===== src/rtl/simple_8bit_processor_if.sv =====
// Bus bundle for simple_8bit_processor: function word and load data in, store data out.
// master drives func/dataIn and samples dataOut; slave is the processor side.
interface simple_8bit_processor_if;
    logic [7:0] dataIn;
    logic [8:0] func;
    logic [7:0] dataOut;

    modport master (
        output dataIn,
        output func,
        input  dataOut
    );

    modport slave (
        input  dataIn,
        input  func,
        output dataOut
    );
endinterface


===== src/rtl/simple_8bit_processor.sv =====
// Single-cycle 8-bit datapath with eight registers, executing one func word per clock.
// Ports: clock, reset (async, active-high), bus (slave: dataIn, func[8:6 op|5:3 Rd|2:0 Rs], dataOut).
module simple_8bit_processor (
    input  logic                         clock,
    input  logic                         reset,
    simple_8bit_processor_if.slave       bus
);

    typedef enum logic [2:0] {
        OP_LOAD  = 3'b000,
        OP_MOV   = 3'b001,
        OP_ADD   = 3'b010,
        OP_SUB   = 3'b011,
        OP_AND   = 3'b100,
        OP_OR    = 3'b101,
        OP_XOR   = 3'b110,
        OP_STORE = 3'b111
    } op_e;

    logic [7:0] regs [8];
    logic [7:0] data_out;

    op_e        op;
    logic [2:0] rd;
    logic [2:0] rs;
    logic [7:0] a;
    logic [7:0] b;
    logic [7:0] wr_data;
    logic       wr_en;
    logic       st_en;

    assign op = op_e'(bus.func[8:6]);
    assign rd = bus.func[5:3];
    assign rs = bus.func[2:0];

    // Operands are read before the edge, so Rd == Rs uses the old value.
    assign a = regs[rd];
    assign b = regs[rs];

    always_comb begin
        wr_en   = 1'b1;
        st_en   = 1'b0;
        wr_data = a;
        unique case (op)
            OP_LOAD:  wr_data = bus.dataIn;
            OP_MOV:   wr_data = b;
            OP_ADD:   wr_data = a + b;
            OP_SUB:   wr_data = a - b;
            OP_AND:   wr_data = a & b;
            OP_OR:    wr_data = a | b;
            OP_XOR:   wr_data = a ^ b;
            OP_STORE: begin
                wr_en = 1'b0;
                st_en = 1'b1;
            end
        endcase
    end

    always_ff @(posedge clock or posedge reset) begin
        if (reset) begin
            for (int i = 0; i < 8; i++) begin
                regs[i] <= 8'h00;
            end
            data_out <= 8'h00;
        end else begin
            if (wr_en) begin
                regs[rd] <= wr_data;
            end
            if (st_en) begin
                data_out <= a;
            end
        end
    end

    assign bus.dataOut = data_out;

endmodule


===== src/flat_wrapper.sv =====
// flat-port wrapper written by rule: the top's interface ports become plain ports
module simple_8bit_processor_flat 
  (clock, reset, bus_dataIn, bus_func, bus_dataOut);
  simple_8bit_processor_if bus_i ();
  input  logic clock;
  input  logic reset;
  input wire logic [$bits(bus_i.dataIn)-1:0] bus_dataIn;
  input wire logic [$bits(bus_i.func)-1:0] bus_func;
  output wire logic [$bits(bus_i.dataOut)-1:0] bus_dataOut;
  assign bus_i.dataIn = bus_dataIn;
  assign bus_i.func = bus_func;
  assign bus_dataOut = bus_i.dataOut;
  simple_8bit_processor u_core (.clock(clock), .reset(reset), .bus(bus_i));
endmodule

===== config.mk =====
export PLATFORM = sky130hd
export DESIGN_NAME = simple_8bit_processor_flat
export DESIGN_NICKNAME = d
export VERILOG_FILES = /design/src/rtl/simple_8bit_processor_if.sv /design/src/rtl/simple_8bit_processor.sv /design/src/flat_wrapper.sv
export SDC_FILE = /design/constraint.sdc
export NUM_CORES = 1
export LEC_CHECK = 0
export CAP_MARGIN = 20
export CORE_UTILIZATION = 40
export CTS_CLUSTER_DIAMETER = 30
export CTS_CLUSTER_SIZE = 28
export DETAILED_ROUTE_END_ITERATION = 8
export PLACE_DENSITY_LB_ADDON = 0.3
export RECOVER_POWER = 50
export SLEW_MARGIN = 20
export SYNTH_ARGS = -nofsm -noshare
export SYNTH_HDL_FRONTEND = slang
export SYNTH_SLANG_ARGS = --single-unit

===== constraint.sdc =====
create_clock -name clock -period 6.7 [get_ports clock]
set_input_delay 1.34 -clock clock [delete_from_list [all_inputs] [get_ports clock]]
set_output_delay 1.34 -clock clock [all_outputs]
set_load 0.01 [all_outputs]

Word-level counts from Yosys, hierarchy flattened
Cells that the tools add are included.
W data, S select, Z words.
{ "word_totals": {"wordCells": 39, "regBits": 72, "out_inout_bits": 8, "inputBits": 19} }
{ "classes": {"eq_ne": 7, "add_sub_neg": 2, "muxes": 11, "n_reduce_logical": 2, "magnitude_cmp": 3, "bitwise_logic": 5} }
{ "op_table": {"columns": ["operator", "n"], "rows": [
  ["$bwmux W64", 1],
  ["$pmux W8 S7", 1],
  ["$bmux W8 S3", 2],
  ["$mux W8", 5],
  ["$demux W8 S3", 1],
  ["$eq A3 B3 Y1 const B", 4],
  ["$add A8 B8 Y8", 1],
  ["$and A8 B8 Y8", 1],
  ["$ge A4 B4 Y1 const B", 2],
  ["$not A3 Y4", 2],
  ["$or A8 B8 Y8", 1],
  ["$sub A8 B8 Y8", 1],
  ["$xor A8 B8 Y8", 1],
  ["$eq A3 B2 Y1 const B", 2],
  ["$lt A4 B1 Y1 const B", 1],
  ["$eq A3 B1 Y1 const B", 1],
  ["$logic_not A3 Y1", 1],
  ["$logic_and A1 B1 Y1", 1],
  ["$mux W1", 1]
]} }

Logic depth before layout (Yosys ltp)
Gate-level depths: netlist (run 1).
{ "depth": {"word_depth": 7, "mapped_depth": 17, "mapped_depth_nobuf": 15} }

Least setup slack after synthesis (run 1)
Ideal clock, no wire load.
{ "synth_path": {"path_kind": "in2reg", "startpoint": "in bus_func[4]", "endpoint": "reg u_core.regs[38] (netlist bit)", "path_slack_ns": 1.775, "arrival_ns": 4.801, "setup_ns": 0.125, "path_stages": 15, "required_ns": 6.575, "n_path_buf": 3, "cell_sequence": "clkbuf_1 -> buf_1 -> buf_1 -> o21ai_0 -> a221oi_1 -> ha_1 -> fa_1 -> nor2b_1 -> o21ai_0 -> a21boi_0 -> o21a_1 -> or3_1 -> a311oi_1 -> a21oi_1 -> mux2_2"} }
{ "synth_between": {"elab_chain_cells": 7, "word_cells_on_any_way": 16, "classes_between": "add/sub: 2; order compare: 2; mux: 7; bitwise: 4; reduce/logical: 1"} }
{ "synth_lines": {"columns": ["item", "line", "rtl"], "rows": [
  ["from (decl)", "flat_wrapper.sv:8", "input wire logic [$bits(bus_i.func)-1:0] bus_func;"],
  ["$not A3 Y4 (not written as such) *", "simple_8bit_processor.sv:37, simple_8bit_processor.sv:67", null],
  ["$bmux W8 S3", "simple_8bit_processor.sv:37", "assign a = regs[rd];"],
  ["$mux W8 (not written as such) (2 in series)", "simple_8bit_processor.sv:37", null],
  ["$sub A8 B8 Y8 (tied with other cells)", "simple_8bit_processor.sv:48", "OP_SUB: wr_data = a - b;"],
  ["$pmux W8 S7", "simple_8bit_processor.sv:44", "unique case (op)"],
  ["$bwmux W64 *", "simple_8bit_processor.sv:67", "regs[rd] <= wr_data;"],
  ["to (signal, indexed assignment)", "simple_8bit_processor.sv:67", null],
  ["to (decl)", "simple_8bit_processor.sv:20", "logic [7:0] regs [8];"]
]} }
Every way passes the cells marked *; elsewhere a longest branch is shown, timed or not. The select of a mux whose other input is x is not followed.
A chain may end at the register's enable or synchronous reset.

Worst setup path after layout (run 1)
{ "layout_path": {"startpoint": "in bus_func[4]", "endpoint": "reg u_core.regs[22] (netlist bit)"} }
{ "layout_between": {"elab_chain_cells": 7, "word_cells_on_any_way": 16, "classes_between": "add/sub: 2; order compare: 2; mux: 7; bitwise: 4; reduce/logical: 1"} }
{ "layout_lines": {"columns": ["item", "line", "rtl"], "rows": [
  ["$not A3 Y4 (not written as such) *", "simple_8bit_processor.sv:37", null],
  ["$bmux W8 S3 *", "simple_8bit_processor.sv:37", null],
  ["$mux W8 (not written as such) * (2 in series)", "simple_8bit_processor.sv:37", null],
  ["net u_core.a[2]", "simple_8bit_processor.sv:26", "logic [7:0] a;"],
  ["$sub A8 B8 Y8 or $add A8 B8 Y8 (tied branches)", "simple_8bit_processor.sv:48, simple_8bit_processor.sv:47", null],
  ["$pmux W8 S7 *", "simple_8bit_processor.sv:44", null],
  ["$bwmux W64 *", "simple_8bit_processor.sv:67", null]
]} }
Mark *: on every way through the listed nets, which the timed path passes. The rest lies on a longest branch. The select of a mux whose other input is x is not followed.

==> impl_metrics.toml, run 1 <==
[outcome]
outcome = "finished with violations"
violations = "max-capacitance violations, max-slew violations"

[clocking]
clockBufferDepth = 2
cts_made_buffers = 9
cts.sinks = 72
ctsResizeCount = 0
hold_buffers = 0
clk_pin_slew_worst_paths_ns = 0.06
insertion_delay_ns = 0.34
htree_levels = 3
postCtsSetupBuffers = 0
clockRootBuffer = "clkbuf_16"
cts_tree = "done"

[setup_path]
crit_buf_inv = 2
worst_setup_path_end_kind = "flop"
cp_data_required_time_ns = 6.91
cpMostUsedCell = "mux2_2"
crit_family = "compound AO/OA/AOI/OAI gates"
crit_slowest_cell = "clkdlybuf4s50_1"
worstSetupPathType = "in -> reg"
critPathMaxStageDelay_ns = 0.84
cp_cell_sequence = "clkdlybuf4s50_1 > mux2_2 > a22o_1 > a221oi_1 > inv_1 > ha_1 > nor2b_1 > o21ai_0 > a21boi_0 > o21a_1 > or3_1 > a311oi_1 > a21oi_1 > mux2_2"
ff2ff_setup_slack_ns = 2.75
arrival_ns = 5.77
start_kind = "primary input"
critPathMaxFanout = 13

[floorplan]
die_y_um = 113
die_x_um = 113
num_rows = 40
coreArea_mm2 = 0.0120
dieArea_mm2 = 0.0127
initial_core_util = 0.409
io_pins = 27

[global_routing]
grt_pass1_vias = 3733
antenna_found_initial = 0
grt-ovfl-total = 0
grt_pass1_wl_mm = 20.6
grt_max_degree = 73
grt_use_total = 0.213

[placed_design]
placed_cell_area_mm2 = 0.00530
io_buffers = 26
hpwl_mm = 8.93
gp_congestion = 0.873

[timing]
min_period_ns = 5.55
period_share = 0.828
rsz0062_at_grt = "false"
hold_viol_final = 0
slew_headroom = -1.65
clock.fmax_mhz = 180
setup_tns_ns = 0
setup_viol = 0
whs_ns = 0.468
slew_violations = 73
fin_worst_skew_ns = 0.00811
tightest_slew_ns = 3.98

[routing]
viasPerCell = 5.94
wire_per_inst_um = 19.5
dr.pass1.iters = 5
vias = 3835
drc = 0
detail-route-antenna-nets = 0
drt_iter0_markers = 362
wl_mm = 12.6

[yosys]
async_flop_share = 1.00
ys_seq_area_frac = 0.366
netlist_instances = 479
synth_edf_count = 0
ys.flop_type = "dfrtp_1"
avgSynthCellArea_um2 = 10.3
synth_fp_nets = 523
synth_area_mm2 = 0.00492
ys_ff_latch = 72
synth_cell_type_count = 53
yosys_warnings = 0

[cells_and_area]
antenna_cells = 0
layout_common_cells = "dfrtp_1, nand2_1, nor2_1, mux2_2, o21ai_0"
layout_commonest_cell = "dfrtp_1"
nNetsFinal = 539
design_area_mm2 = 0.00559
syn_to_final_growth_pct = 13.6
drive_gt1_frac = 0.184

[power_and_ir_drop]
peakVddDrop_mv = 0.150
p_leak_nw = 2.43
p_per_area_mw_per_mm2 = 455

[run]
maxCapViolations = 1

[worst_hold_path]
hold_path_class = "reg -> reg"
==> path summary, 6_finish.rpt <==
check,startpoint,to,depth (start not counted)
max,bus_func[4],u_core.regs[22],14
min,u_core.bus.dataOut[3],u_core.bus.dataOut[3],2
max reg2reg,u_core.regs[32],u_core.regs[22],14
min reg2reg,u_core.bus.dataOut[3],u_core.bus.dataOut[3],2
max in group asynchronous,reset,u_core.regs[26],3
min in group asynchronous,reset,u_core.regs[52],3
==> state kept, by name, summed over array words and instances (netlist names) <==
register / flops
u_core.bus.dataOut: 8
u_core.regs: 64
==> worst register-to-register path: cells and delay by family, from the launching register on <==
family	cells	cell delay (ns)
AO/OA/AOI/OAI	6	1.09
XOR/XNOR	1	0.15
adder cells (fa/ha/maj)	2	0.58
flip-flops	1	0.40
multiplexers	3	1.17
AND/OR/NAND/NOR	2	0.46
==> logic make-up after synthesis <==
logic type	Yosys count	share of synthesized area
simple gates	122	0.109
compound gates	111	0.149
mux	86	0.248
flops	72	0.366
xor+xnor	9	0.0188
fa+ha+maj	25	0.0651
buf+inv	54	0.0440
==> layer usage <==
layer,global-route usage,share of wire,vias up
met4,0.0842,0.022,0
met3,0.0295,0.052,20
li1,-,-,1787
met2,0.345,0.47,140
met1,0.290,0.46,1888
met5,0,0,-
==> per-stage QoR <==
stage | setup WS [ns] | std cells | total power [mW] | util
after floorplan | 1.77 | 479 | 1.73 | -
after global placement | 0.879 | 631 | 2.03 | 0.441
after detailed placement | 0.849 | 631 | 2.07 | 0.441
after CTS | 1.18 | 646 | 2.56 | 0.466
after global routing | 0.686 | 646 | 2.75 | 0.465
final | 1.15 | 646 | 2.55 | 0.465
==> where the power goes <==
part | internal [mW] | switching (mW)
Combinational | 0.614 | 0.625
Clock | 0.296 | 0.178
Sequential | 0.637 | 0.195
Total | 1.55 | 0.998
==> Yosys cell counts, types with 2 or more instances <==
| cell type | number | share of area |
|---|---|---|
| o21ai_1 | 7 | 0.0071 |
| o21ai_0 | 37 | 0.038 |
| mux4_2 | 22 | 0.10 |
| a22o_1 | 7 | 0.012 |
| nor2b_1 | 8 | 0.010 |
| nor2_1 | 42 | 0.032 |
| a211oi_1 | 8 | 0.012 |
| a21oi_1 | 15 | 0.015 |
| mux2i_4 | 2 | 0.0092 |
| or3_1 | 2 | 0.0025 |
| nor3_1 | 4 | 0.0041 |
| buf_2 | 5 | 0.0051 |
| nand2_1 | 49 | 0.037 |
| o22a_1 | 2 | 0.0036 |
| ha_1 | 24 | 0.061 |
| xor2_1 | 2 | 0.0036 |
| inv_1 | 24 | 0.018 |
| mux2_2 | 41 | 0.094 |
| and2_1 | 2 | 0.0025 |
| buf_1 | 4 | 0.0031 |
| o22ai_1 | 4 | 0.0051 |
| clkbuf_1 | 20 | 0.015 |
| a22oi_1 | 9 | 0.014 |
| nand3b_1 | 2 | 0.0031 |
| a311oi_1 | 4 | 0.0071 |
| nand3_1 | 7 | 0.0071 |
| a221oi_1 | 6 | 0.011 |
| xnor2_1 | 6 | 0.011 |
| mux2i_1 | 19 | 0.039 |
| dfrtp_1 | 72 | 0.37 |
==> area by class of cell <==
cell class,count,area (um^2)
fill,1115,6420
multi-input combinational,353,2900
sequential,72,1800
timing repair buffer,35,324
clock buffer,12,246
tap,147,184
inverter,24,90.1
clock inverter,3,42.5
No activity file was read; power rests on OpenSTA's default activity.
==> run 2: changes to the inputs <==
==> constraint.sdc (replaced) <==
create_clock -name clock -period 5.3 [get_ports clock]
set_input_delay 1.06 -clock clock [delete_from_list [all_inputs] [get_ports clock]]
set_output_delay 1.06 -clock clock [all_outputs]
set_load 0.01 [all_outputs]
==> impl_metrics.toml, run 2 (synthesis gave the netlist of run 1 again) <==
[placed_design]
io_buffers = 26
dp.cells = 651
pre_cts_slack_ns = 0.107
hpwl_mm = 9.25
gp_congestion = 0.858

[routing]
top_layer = "met4"
drc = 0
wl_mm = 13.1
drt_iter0_markers = 274
viasPerCell = 5.96
wire_per_inst_um = 19.7
dr_wl_met2_mm = 6.33
dr.pass1.iters = 4
vias = 3973
detail-route-antenna-nets = 0
wl_met1_mm = 5.96
route.met3.wl_um = 582

[clocking]
cts_made_buffers = 9
cts_tree = "done"
postCtsSetupBuffers = 0
ctsResizeCount = 0
clockBufferDepth = 2
htree_levels = 3
clk_pin_slew_worst_paths_ns = 0.06
hold_buffers = 0
clockRootBuffer = "clkbuf_16"
insertion_delay_ns = 0.34
cts.sinks = 72

[outcome]
outcome = "finished with violations"
violations = "max-capacitance violations, max-slew violations"

[cells_and_area]
top_register = "u_core.regs"
syn_to_final_growth_pct = 16.9
nNetsFinal = 559
drive_gt1_frac = 0.217
layout_commonest_cell = "dfrtp_1"
largest_reg_flops = 64
antenna_cells = 0
layout_common_cells = "dfrtp_1, nand2_1, nor2_1, mux2_2, o21ai_0"
final_util = 0.479
stdcell_count = 667

[power_and_ir_drop]
p_per_area_mw_per_mm2 = 576
p_leak_nw = 2.55
total_power_mw = 3.31
peakVddDrop_mv = 0.178

[setup_path]
critPathMaxFanout = 8
reg2regPathDepth = 14
start_kind = "primary input"
startpoint = "bus_func[1]"
worstSetupEndpoint = "u_core.regs[22]"
ff2ff_setup_slack_ns = 1.54
cp_data_required_time_ns = 5.52
r2r-start = "u_core.regs[8]"
arrival_ns = 5.08
worstSetupPathType = "in -> reg"
r2r_end = "u_core.regs[22]"
worst_setup_path_end_kind = "flop"

[global_routing]
grt_use_total = 0.219
grt-ovfl-total = 0
grt_pass1_wl_mm = 21.2
grt_pass1_vias = 3943
grt_max_degree = 45
antenna_found_initial = 0

[timing]
rsz0062_at_grt = "false"
setup_viol = 0
setup_tns_ns = 0
fin_worst_skew_ns = 0.00807
period_share = 0.917
slew_violations = 75
tightest_slew_ns = 1.70
min_period_ns = 4.86
clock.fmax_mhz = 206
hold_viol_final = 0
setup_slack_ns = 0.438
slew_headroom = -0.136

[floorplan]
initial_core_util = 0.409
num_rows = 40
die_y_um = 113
die_x_um = 113
coreArea_mm2 = 0.0120
dieArea_mm2 = 0.0127
io_pins = 27

[worst_hold_path]
hold_start = "u_core.bus.dataOut[3]"
hold_path_class = "reg -> reg"

[run]
maxCapViolations = 2
run 2: changes by cell type in the layout (fill, tap and decap cells not counted):
cell	before	now
inv_1	23	24
clkdlybuf4s50_1	21	17
clkinv_2	1	2
clkinvlp_4	1	0
dlygate4sd3_1	5	9
buf_4	8	28
clkinv_1	1	0
clkbuf_8	1	2
run 2: worst min-delay path by stage:
stage	to	slack (ns)	cells past startpoint
finish	u_core.bus.dataOut[3]	0.47	2
detailed placement	u_core.bus.dataOut[3]	0.47	2
global placement	u_core.bus.dataOut[3]	0.46	2
floorplan	u_core.regs[63]	0.46	2
CTS	u_core.bus.dataOut[3]	0.49	2
global route	u_core.bus.dataOut[0]	0.50	2
run 2: area by class of cell:
| type | instances | area (um^2) |
|---|---|---|
| inverters | 24 | 90.1 |
| well taps | 147 | 184 |
| repair buffers | 55 | 474 |
| fillers | 1110 | 6260 |
| clock inverters | 3 | 40.0 |
| flip-flops and latches | 72 | 1800 |
| multi-input cells | 353 | 2900 |
| clock buffers | 13 | 260 |
run 2: metal layers:
metal	global-route usage	up-vias
met3	0.0332	21
met4	0.0851	0
met2	0.360	127
met5	0	-
met1	0.292	1996
li1	-	1829
run 2: worst max-delay path, cell delays in order:
cell	delay (ns)
clkdlybuf4s50_1	0.70
mux4_2	0.59
mux2i_4	0.17
ha_1	0.20
a31oi_1	0.06
xnor2_1	0.14
ha_1	0.32
nor2b_1	0.14
o21ai_0	0.21
a21boi_0	0.17
o21a_1	0.20
or3_1	0.30
a311oi_1	0.29
a21oi_1	0.19
mux2_2	0.33
run 2: power by group:
part	switching, mW	internal [mW]	leakage [nW]
registers	0.246	0.806	0.893
logic	0.814	0.820	1.51
clock network	0.235	0.389	0.150
run 2: through the flow:
step	hold slack (ns)	cell area (um^2)
2_1_floorplan	0.459	4920
6_report	0.475	5750
5_1_grt	0.502	5750
4_1_cts	0.488	5750
3_5_place_dp	0.475	5450
3_3_place_gp	0.461	5450
==> run 3: changes to the inputs <==
--- a/config.mk
+++ b/config.mk
@@ -7,7 +7,7 @@
 export LEC_CHECK = 0
 export CAP_MARGIN = 20
 export CORE_UTILIZATION = 40
-export CTS_CLUSTER_DIAMETER = 30
+export CTS_CLUSTER_DIAMETER = 80
 export CTS_CLUSTER_SIZE = 28
 export DETAILED_ROUTE_END_ITERATION = 8
 export PLACE_DENSITY_LB_ADDON = 0.3
==> results of run 3 <==
Same layout as run 2: the final DEF is identical, and so are final timing and power.
